[config.mk]
export PLATFORM = sky130hd
export DESIGN_NAME = exu_regalu_flat
export DESIGN_NICKNAME = d
export VERILOG_FILES = /design/src/rtl/exu_regalu_if.sv /design/src/rtl/exu_regalu.sv /design/src/flat_wrapper.sv
export SDC_FILE = /design/constraint.sdc
export NUM_CORES = 2
export LEC_CHECK = 0
export CORE_MARGIN = 2
export CORE_UTILIZATION = 40
export CTS_CLUSTER_DIAMETER = 50
export CTS_CLUSTER_SIZE = 14
export DETAILED_ROUTE_END_ITERATION = 6
export HOLD_SLACK_MARGIN = 0.06
export PLACE_DENSITY = 0.62
export SLEW_MARGIN = 10
export SYNTH_ARGS = -nofsm -noshare
export SYNTH_HDL_FRONTEND = slang
export SYNTH_SLANG_ARGS = --single-unit
[constraint.sdc]
create_clock -name clk -period 52.2 [get_ports clk]
set_clock_uncertainty 0.1 [all_clocks]
set_input_delay 10.44 -clock clk [delete_from_list [all_inputs] [get_ports clk]]
set_output_delay 10.44 -clock clk [all_outputs]
set_load 0.02 [all_outputs]
[src/rtl/exu_regalu_if.sv]
// Execute-unit datapath bus: GPR read/write ports plus ALU opcode, operands and result.
// Latency: carries purely combinational reads/ALU results; writes land on the clock edge.
// Backpressure: none; the datapath accepts every access each cycle.
interface exu_regalu_if #(
  parameter int XLEN   = 32,
  parameter int GPR_AW = 5,
  parameter int OPC_W  = 4
);
  logic [GPR_AW-1:0] gpr_raddr1;
  logic [XLEN-1:0]   gpr_rdata1;
  logic [GPR_AW-1:0] gpr_raddr2;
  logic [XLEN-1:0]   gpr_rdata2;
  logic [GPR_AW-1:0] gpr_waddr;
  logic [XLEN-1:0]   gpr_wdata;
  logic              gpr_wen;
  logic [OPC_W-1:0]  alu_opcode;
  logic [XLEN-1:0]   alu_src1;
  logic [XLEN-1:0]   alu_src2;
  logic [XLEN-1:0]   alu_dst;

  // Execute control FSM side
  modport master (
    output gpr_raddr1, gpr_raddr2, gpr_waddr, gpr_wdata, gpr_wen,
    output alu_opcode, alu_src1, alu_src2,
    input  gpr_rdata1, gpr_rdata2, alu_dst
  );

  // Datapath side
  modport slave (
    input  gpr_raddr1, gpr_raddr2, gpr_waddr, gpr_wdata, gpr_wen,
    input  alu_opcode, alu_src1, alu_src2,
    output gpr_rdata1, gpr_rdata2, alu_dst
  );
endinterface

[src/rtl/exu_regalu.sv]
// GPR file (2 comb read, 1 sync write, x0 = 0) plus RV32I-style combinational ALU.
// Latency: reads and ALU zero-cycle; writes visible the cycle after the edge.
// Backpressure: none. Optional macro EXU_REGALU_WR_BYPASS_EN forwards same-cycle write data to reads.
module exu_regalu #(
  parameter int XLEN   = 32,
  parameter int GPR_AW = 5,
  parameter int OPC_W  = 4
) (
  input logic        clk,
  input logic        rst,
  exu_regalu_if.slave bus
);
  localparam int NREG = 1 << GPR_AW;
  localparam int SHW  = $clog2(XLEN);

  localparam logic [OPC_W-1:0] OP_ADD = OPC_W'(0);
  localparam logic [OPC_W-1:0] OP_SUB = OPC_W'(1);
  localparam logic [OPC_W-1:0] OP_LTS = OPC_W'(2);
  localparam logic [OPC_W-1:0] OP_LTU = OPC_W'(3);
  localparam logic [OPC_W-1:0] OP_XOR = OPC_W'(4);
  localparam logic [OPC_W-1:0] OP_OR  = OPC_W'(5);
  localparam logic [OPC_W-1:0] OP_AND = OPC_W'(6);
  localparam logic [OPC_W-1:0] OP_SLL = OPC_W'(7);
  localparam logic [OPC_W-1:0] OP_SRL = OPC_W'(8);
  localparam logic [OPC_W-1:0] OP_SRA = OPC_W'(9);

  // Entry 0 exists only to keep indexing simple; it is never read out.
  logic [XLEN-1:0] regs [NREG];
  logic [SHW-1:0]  shamt;

  // Register file update: async clear wins over any same-cycle write; x0 writes dropped.
  always_ff @(posedge clk or posedge rst) begin
    if (rst) begin
      for (int i = 0; i < NREG; i++) regs[i] <= '0;
    end else if (bus.gpr_wen && (bus.gpr_waddr != '0)) begin
      regs[bus.gpr_waddr] <= bus.gpr_wdata;
    end
  end

  // Read port 1: x0 forced to zero, optional write forwarding.
  always_comb begin
    bus.gpr_rdata1 = (bus.gpr_raddr1 == '0) ? '0 : regs[bus.gpr_raddr1];
`ifdef EXU_REGALU_WR_BYPASS_EN
    if (bus.gpr_wen && (bus.gpr_raddr1 != '0) && (bus.gpr_waddr == bus.gpr_raddr1))
      bus.gpr_rdata1 = bus.gpr_wdata;
`endif
  end

  // Read port 2: same policy as port 1.
  always_comb begin
    bus.gpr_rdata2 = (bus.gpr_raddr2 == '0) ? '0 : regs[bus.gpr_raddr2];
`ifdef EXU_REGALU_WR_BYPASS_EN
    if (bus.gpr_wen && (bus.gpr_raddr2 != '0) && (bus.gpr_waddr == bus.gpr_raddr2))
      bus.gpr_rdata2 = bus.gpr_wdata;
`endif
  end

  // Only the low bits of src2 steer the shifters.
  assign shamt = bus.alu_src2[SHW-1:0];

  // ALU: unused opcodes return zero so no state is ever held.
  always_comb begin
    bus.alu_dst = '0;
    case (bus.alu_opcode)
      OP_ADD: bus.alu_dst = bus.alu_src1 + bus.alu_src2;
      OP_SUB: bus.alu_dst = bus.alu_src1 - bus.alu_src2;
      OP_LTS: bus.alu_dst = {{(XLEN-1){1'b0}}, ($signed(bus.alu_src1) < $signed(bus.alu_src2))};
      OP_LTU: bus.alu_dst = {{(XLEN-1){1'b0}}, (bus.alu_src1 < bus.alu_src2)};
      OP_XOR: bus.alu_dst = bus.alu_src1 ^ bus.alu_src2;
      OP_OR:  bus.alu_dst = bus.alu_src1 | bus.alu_src2;
      OP_AND: bus.alu_dst = bus.alu_src1 & bus.alu_src2;
      OP_SLL: bus.alu_dst = bus.alu_src1 << shamt;
      OP_SRL: bus.alu_dst = bus.alu_src1 >> shamt;
      OP_SRA: bus.alu_dst = $unsigned($signed(bus.alu_src1) >>> shamt);
      default: bus.alu_dst = '0;
    endcase
  end
endmodule

[src/flat_wrapper.sv]
// flat-port wrapper written by rule: the top's interface ports become plain ports
module exu_regalu_flat 
#(
  parameter int XLEN   = 32,
  parameter int GPR_AW = 5,
  parameter int OPC_W  = 4
)
  (clk, rst, bus_gpr_raddr1, bus_gpr_raddr2, bus_gpr_waddr, bus_gpr_wdata, bus_gpr_wen, bus_alu_opcode, bus_alu_src1, bus_alu_src2, bus_gpr_rdata1, bus_gpr_rdata2, bus_alu_dst);
  exu_regalu_if #(.XLEN(XLEN), .GPR_AW(GPR_AW), .OPC_W(OPC_W)) bus_i ();
  input logic clk;
  input logic rst;
  input wire logic [$bits(bus_i.gpr_raddr1)-1:0] bus_gpr_raddr1;
  input wire logic [$bits(bus_i.gpr_raddr2)-1:0] bus_gpr_raddr2;
  input wire logic [$bits(bus_i.gpr_waddr)-1:0] bus_gpr_waddr;
  input wire logic [$bits(bus_i.gpr_wdata)-1:0] bus_gpr_wdata;
  input wire logic [$bits(bus_i.gpr_wen)-1:0] bus_gpr_wen;
  input wire logic [$bits(bus_i.alu_opcode)-1:0] bus_alu_opcode;
  input wire logic [$bits(bus_i.alu_src1)-1:0] bus_alu_src1;
  input wire logic [$bits(bus_i.alu_src2)-1:0] bus_alu_src2;
  output wire logic [$bits(bus_i.gpr_rdata1)-1:0] bus_gpr_rdata1;
  output wire logic [$bits(bus_i.gpr_rdata2)-1:0] bus_gpr_rdata2;
  output wire logic [$bits(bus_i.alu_dst)-1:0] bus_alu_dst;
  assign bus_i.gpr_raddr1 = bus_gpr_raddr1;
  assign bus_i.gpr_raddr2 = bus_gpr_raddr2;
  assign bus_i.gpr_waddr = bus_gpr_waddr;
  assign bus_i.gpr_wdata = bus_gpr_wdata;
  assign bus_i.gpr_wen = bus_gpr_wen;
  assign bus_i.alu_opcode = bus_alu_opcode;
  assign bus_i.alu_src1 = bus_alu_src1;
  assign bus_i.alu_src2 = bus_alu_src2;
  assign bus_gpr_rdata1 = bus_i.gpr_rdata1;
  assign bus_gpr_rdata2 = bus_i.gpr_rdata2;
  assign bus_alu_dst = bus_i.alu_dst;
  exu_regalu #(.XLEN(XLEN), .GPR_AW(GPR_AW), .OPC_W(OPC_W)) u_core (.clk(clk), .rst(rst), .bus(bus_i));
endmodule
### After elaboration in Yosys (flattened, before gate mapping)

Cells that the tools add are included.

| word-level totals | value |
|---|---|
| register bits after elaboration | 1,024 |
| output and inout port bits | 96 |

| operators by class | value |
|---|---|
| bitwise gates (word level) | 6 |
| reductions and logical operators | 6 |
| order comparisons | 6 |
| equal/unequal tests | 9 |
| shift-type cells | 3 |
| add/sub/neg operators | 2 |
| multiplexer cells | 12 |

Operator list:

| kind | number |
|---|---|
| 1024-bit bitwise mux | 1 |
| 32-bit binary-select mux with 5-bit select | 2 |
| 32-bit one-hot mux with 10 select lines | 1 |
| 32-bit 2-to-1 mux | 7 |
| 32-bit demux with 5-bit select | 1 |
| 32-bit less-than comparator | 2 |
| 32-bit adder | 1 |
| 32-bit bitwise AND | 1 |
| 32-bit OR | 1 |
| 32-bit by 5-bit left shift with 32-bit output | 1 |
| 32-bit by 5-bit right shift with 32-bit output | 1 |
| 32-bit by 5-bit >>> shifter with 32-bit output | 1 |
| 32-bit subtractor | 1 |
| 32-bit bitwise XOR | 1 |
| 6-bit greater-or-equal comparator, second input constant | 3 |
| 5-bit inverter with 6-bit output | 3 |
| 4-bit by 3-bit == test with 1-bit output, second input constant | 4 |
| 5-bit zero test | 2 |
| 4-bit by 2-bit == test with 1-bit output, second input constant | 2 |
| 4-bit == test, second input constant | 2 |
| 6-bit by 1-bit less-than comparator with 1-bit output, second input constant | 1 |
| 5-bit nonzero test | 1 |
| 4-bit by 1-bit == test with 1-bit output, second input constant | 1 |
| 4-bit zero test | 1 |
| 1-bit logical AND | 2 |

### Longest topological paths before layout

| depth | value |
|---|---|
| depth after elaboration | 6 |
| gate-level depth with buffers | 15 |

### Least setup slack after synthesis

Ideal clock, no wire load.

| timing path | value |
|---|---|
| path kind | input-to-output |
| from | input port bus_alu_src2[3] |
| to | output port bus_alu_dst[31] |
| setup slack | 27.798 ns |
| stages on the path | 15 |
| arrival | 13.862 ns |
| cells stage by stage | clkbuf_1 inv_1 clkbuf_1 clkbuf_1 clkbuf_1 ha_1 inv_1 o311ai_1 a21oi_1 o41ai_2 o211ai_1 a21oi_1 o221a_2 o21a_1 o31ai_1 |

| between the ends | value |
|---|---|
| cells in the longest elaborated chain, start to end | 2 |
| elaborated cells between the ends (all ways) | 6 |
| classes of those cells | add/sub (2); shift (3); mux (1) |

Ends and longest elaborated chain:

| element | RTL line | text |
|---|---|---|
| start: declaration | flat_wrapper.sv:19 | `input wire logic [$bits(bus_i.alu_src2)-1:0] bus_alu_src2;` |
| 32-bit subtractor (tied with other cells) | exu_regalu.sv:66 | `OP_SUB: bus.alu_dst = bus.alu_src1 - bus.alu_src2;` |
| 32-bit one-hot mux with 10 select lines * | exu_regalu.sv:64 | `case (bus.alu_opcode)` |
| end: declaration | flat_wrapper.sv:22 | `output wire logic [$bits(bus_i.alu_dst)-1:0] bus_alu_dst;` |

Every way passes the cells marked *; elsewhere a longest branch is shown, timed or not.

### Worst setup path in the final report

| timing path | value |
|---|---|
| from | input port bus_gpr_raddr1[1] |
| to | output port bus_gpr_rdata1[15] |

| between the ends | value |
|---|---|
| cells in the longest elaborated chain, start to end | 5 |
| elaborated cells between the ends (all ways) | 6 |
| classes of those cells | mux (4); bitwise (1); reduce/logical (1) |

Ends and longest elaborated chain:

| element | RTL line | text |
|---|---|---|
| start: declaration | flat_wrapper.sv:12 | `input wire logic [$bits(bus_i.gpr_raddr1)-1:0] bus_gpr_raddr1;` |
| 5-bit inverter with 6-bit output (not written as such) | exu_regalu.sv:42 | `bus.gpr_rdata1 = (bus.gpr_raddr1 == '0) ? '0 : regs[bus.gpr_raddr1];` |
| 32-bit binary-select mux with 5-bit select | exu_regalu.sv:42 |  |
| 32-bit 2-to-1 mux (not written as such) (2 in a row) | exu_regalu.sv:42 |  |
| 32-bit 2-to-1 mux * | exu_regalu.sv:42 |  |
| end: declaration | flat_wrapper.sv:20 | `output wire logic [$bits(bus_i.gpr_rdata1)-1:0] bus_gpr_rdata1;` |

Every way passes the cells marked *; elsewhere a longest branch is shown, timed or not. The select of a mux whose other input is x is not followed.

==> results.cfg <==
[run_status]
status = finished, final reports clean

[sta]
finalHoldViolations = 0
clock.fmax_ghz = 0.03882
final_max_slew_viol_count = 0
setup_slack_ns = 26.44
max_slew_margin_pct = 17.31
rsz0062_at_grt = false
fin_setup_tns_ns = 0
finalSetupViolCount = 0
worst_pin_slew_ns = 1.238
period_needed_ns = 25.76
period_share_pct = 49.35

[synth]
ys_warn_count = 0
synthFlopType = dfrtp_1
synth_fp_nets = 4694
synth_seq_cells = 1024
netlist_instances = 4477
ys_seq_area_share_pct = 41.18
synth_edf_count = 0
syn_area_sq_um = 62220
yosysUniqueCellTypes = 84
async_reset_ff_share_pct = 100.0
syn_avg_cell_area_sq_um = 13.90

[global_routing]
track_usage_pct = 24.98
grt_max_degree = 170
antenna_found_initial = 6
grt_pass1_vias = 42210
grt_overflow = 0
grt_pass1_wl_mm = 293.2

[route]
vias = 41350
wirelength_mm = 198.2
viasPerCell = 6.351
antenna_left = 0
wire_per_inst_um = 30.45
drt-initial-drc-count = 4136
drc = 0
drt_first_pass_iters = 5

[setup_path]
crit_buf_inv = 4
crit_family = buffers and inverters
crit_arrival_ns = 15.22
start_kind = input pin
critical_path.slowest_cell = buf_4
r2r_slack_ns = 51.30
path_class = input pin to output port
critPathMaxFanout = 76
worstPathRequired_ns = 41.66
crit_chain = buf_8 > buf_4 > buf_4 > mux4_2 > mux4_2 > mux2i_1 > nor2_1 > clkdlybuf4s50_1
max_stage_delay_ns = 0.91
r2r_cells = 1
crit_path_end_kind = output port
timing.rr.end = u_core.regs[856]
timing.rr.start = u_core.regs[856]

[hold_path]
hold_start = u_core.regs[1015]
hp-class = register to register
holdPathEnd = u_core.regs[1015]
holdPathStages = 0

[floorplanning]
die_area_sq_um = 158700
ios = 214
core_sq_um = 154200
rows = 144
start_util_pct = 40.34
die_w_um = 398.4
die_height_um = 398.4

[layout]
post-route-util_pct = 44.91
largest_register = u_core.regs
largest_register_ffs = 1024
areaGrowthSynthToFinish_pct = 11.32
top_regs = u_core.regs x1024
drive_gt1_share_pct = 44.66
nets = 4606

[power_and_ir_drop]
total_power_w = 0.002433
vdd.ir_drop.worst_mv = 0.02700
power.density_nw_per_um2 = 35.13
p_leak_nw = 29.15

[clocking]
clk-insertion-delay-late_ns = 0.70
cts.sinks = 1024
cts_hold_buf = 0
cts_buffer_depth = 3
h-tree-depth = 3
post_cts_buffers = 0
path_clk_slew_ns = 0.07
cts_root_buf = clkbuf_16
cts_tree = built
cts_resized = 0
numCtsBuffers = 104

[job]
timing.max_cap.violations = 0

[place]
place_ws_ns = 26.44
gp_congestion = 0.9817
port-buffer-count = 213
hpwl_mm = 116.3
routing by layer:
layer | GRT usage [%] | share of wire [%]
met2 | 39.86 | 48
met1 | 34.61 | 42
met3 | 3.392 | 6.2
met4 | 9.939 | 4.2
met5 | 0 | 0.030
power breakdown:
group	leakage [nW]	total [W]	switching [W]	internal, W
sequential	13.1	0.00105	0.000107	0.000944
combinational	14.4	0.000623	0.000264	0.000360
clock	1.63	0.000758	0.000339	0.000419
total	29.2	0.00243	0.000709	0.00172
layout make-up:
class | instances | area (sq um)
antenna | 1 | 2.502
clock buffer | 122 | 2773
clock inverter | 60 | 649.4
fill | 13930 | 84970
inverter | 103 | 394.1
multi-input combinational | 2870 | 34560
sequential | 1024 | 25620
tap | 2044 | 2557
timing repair buffer | 286 | 2703
Yosys cell counts, types with 28 or more instances:
cell,instances,share of area [%]
clkbuf_1,308,1.9
inv_1,98,0.59
a21oi_1,120,0.97
buf_1,118,0.71
o21ai_0,90,0.72
a211oi_1,28,0.34
dfrtp_1,1024,41
ha_1,97,2.0
mux4_2,675,24
mux2_2,1002,18
buf_2,43,0.35
nand2_1,129,0.78
mux2i_1,119,1.9
nor2_1,240,1.4
cell usage in the layout, fill, tap and decap left out, drive strengths merged, types with 30 or more instances in the layout:
cell type      Yosys  routed
nor2             241     241
inv              101     112
buf              172      89
a211oi            30      30
mux4             675     675
nand2            129     129
a21oi            120     120
o21ai            109     109
ha                97      97
clkdlybuf4s50      0     197
mux2            1002    1002
clkbuf           308     122
mux2i            119     119
dfrtp           1024    1024
worst max path at each step:
| stage | start | to | slack, ns | cells after the start |
|---|---|---|---|---|
| 6_report | bus_gpr_raddr1[1] | bus_gpr_rdata1[15] | 26.44 | 8 |
| 5_1_grt | bus_gpr_raddr2[0] | bus_gpr_rdata2[24] | 26.28 | 8 |
| 4_1_cts | bus_gpr_raddr2[0] | bus_gpr_rdata2[24] | 26.44 | 8 |
| 2_1_floorplan | rst | u_core.regs[0] | 12.84 | 1 |
| 3_5_place_dp | bus_gpr_raddr2[0] | bus_gpr_rdata2[24] | 26.44 | 8 |
| 3_3_place_gp | bus_gpr_raddr2[0] | bus_gpr_rdata2[24] | 26.44 | 8 |
kinds of logic (layout without fill, tap and decap cells):
family                     Yosys count  in the layout  synth area share (%)
buffers and inverters              583            571                 3.694
xor gates and xnor gates            22             22                0.3097
adders and majority gates           99             99                 2.015
other                                0              1                     0
DFF                               1024           1024                 41.18
muxes                             1796           1796                 44.48
AOI/OAI and AO/OA                  454            454                 4.778
and+or+nand+nor                    499            499                 3.537
per-stage QoR:
step           hold WS, ns  std cells  instance area (sq um)
2_1_floorplan       0.3413       4477                  62220
6_report            0.2933       6510                  69260
4_1_cts             0.2976       6509                  69260
3_5_place_dp        0.2833       6327                  65840
3_3_place_gp        0.2767       6327                  65840
5_1_grt             0.3088       6510                  69260
No activity file was read; power rests on OpenSTA's default activity.
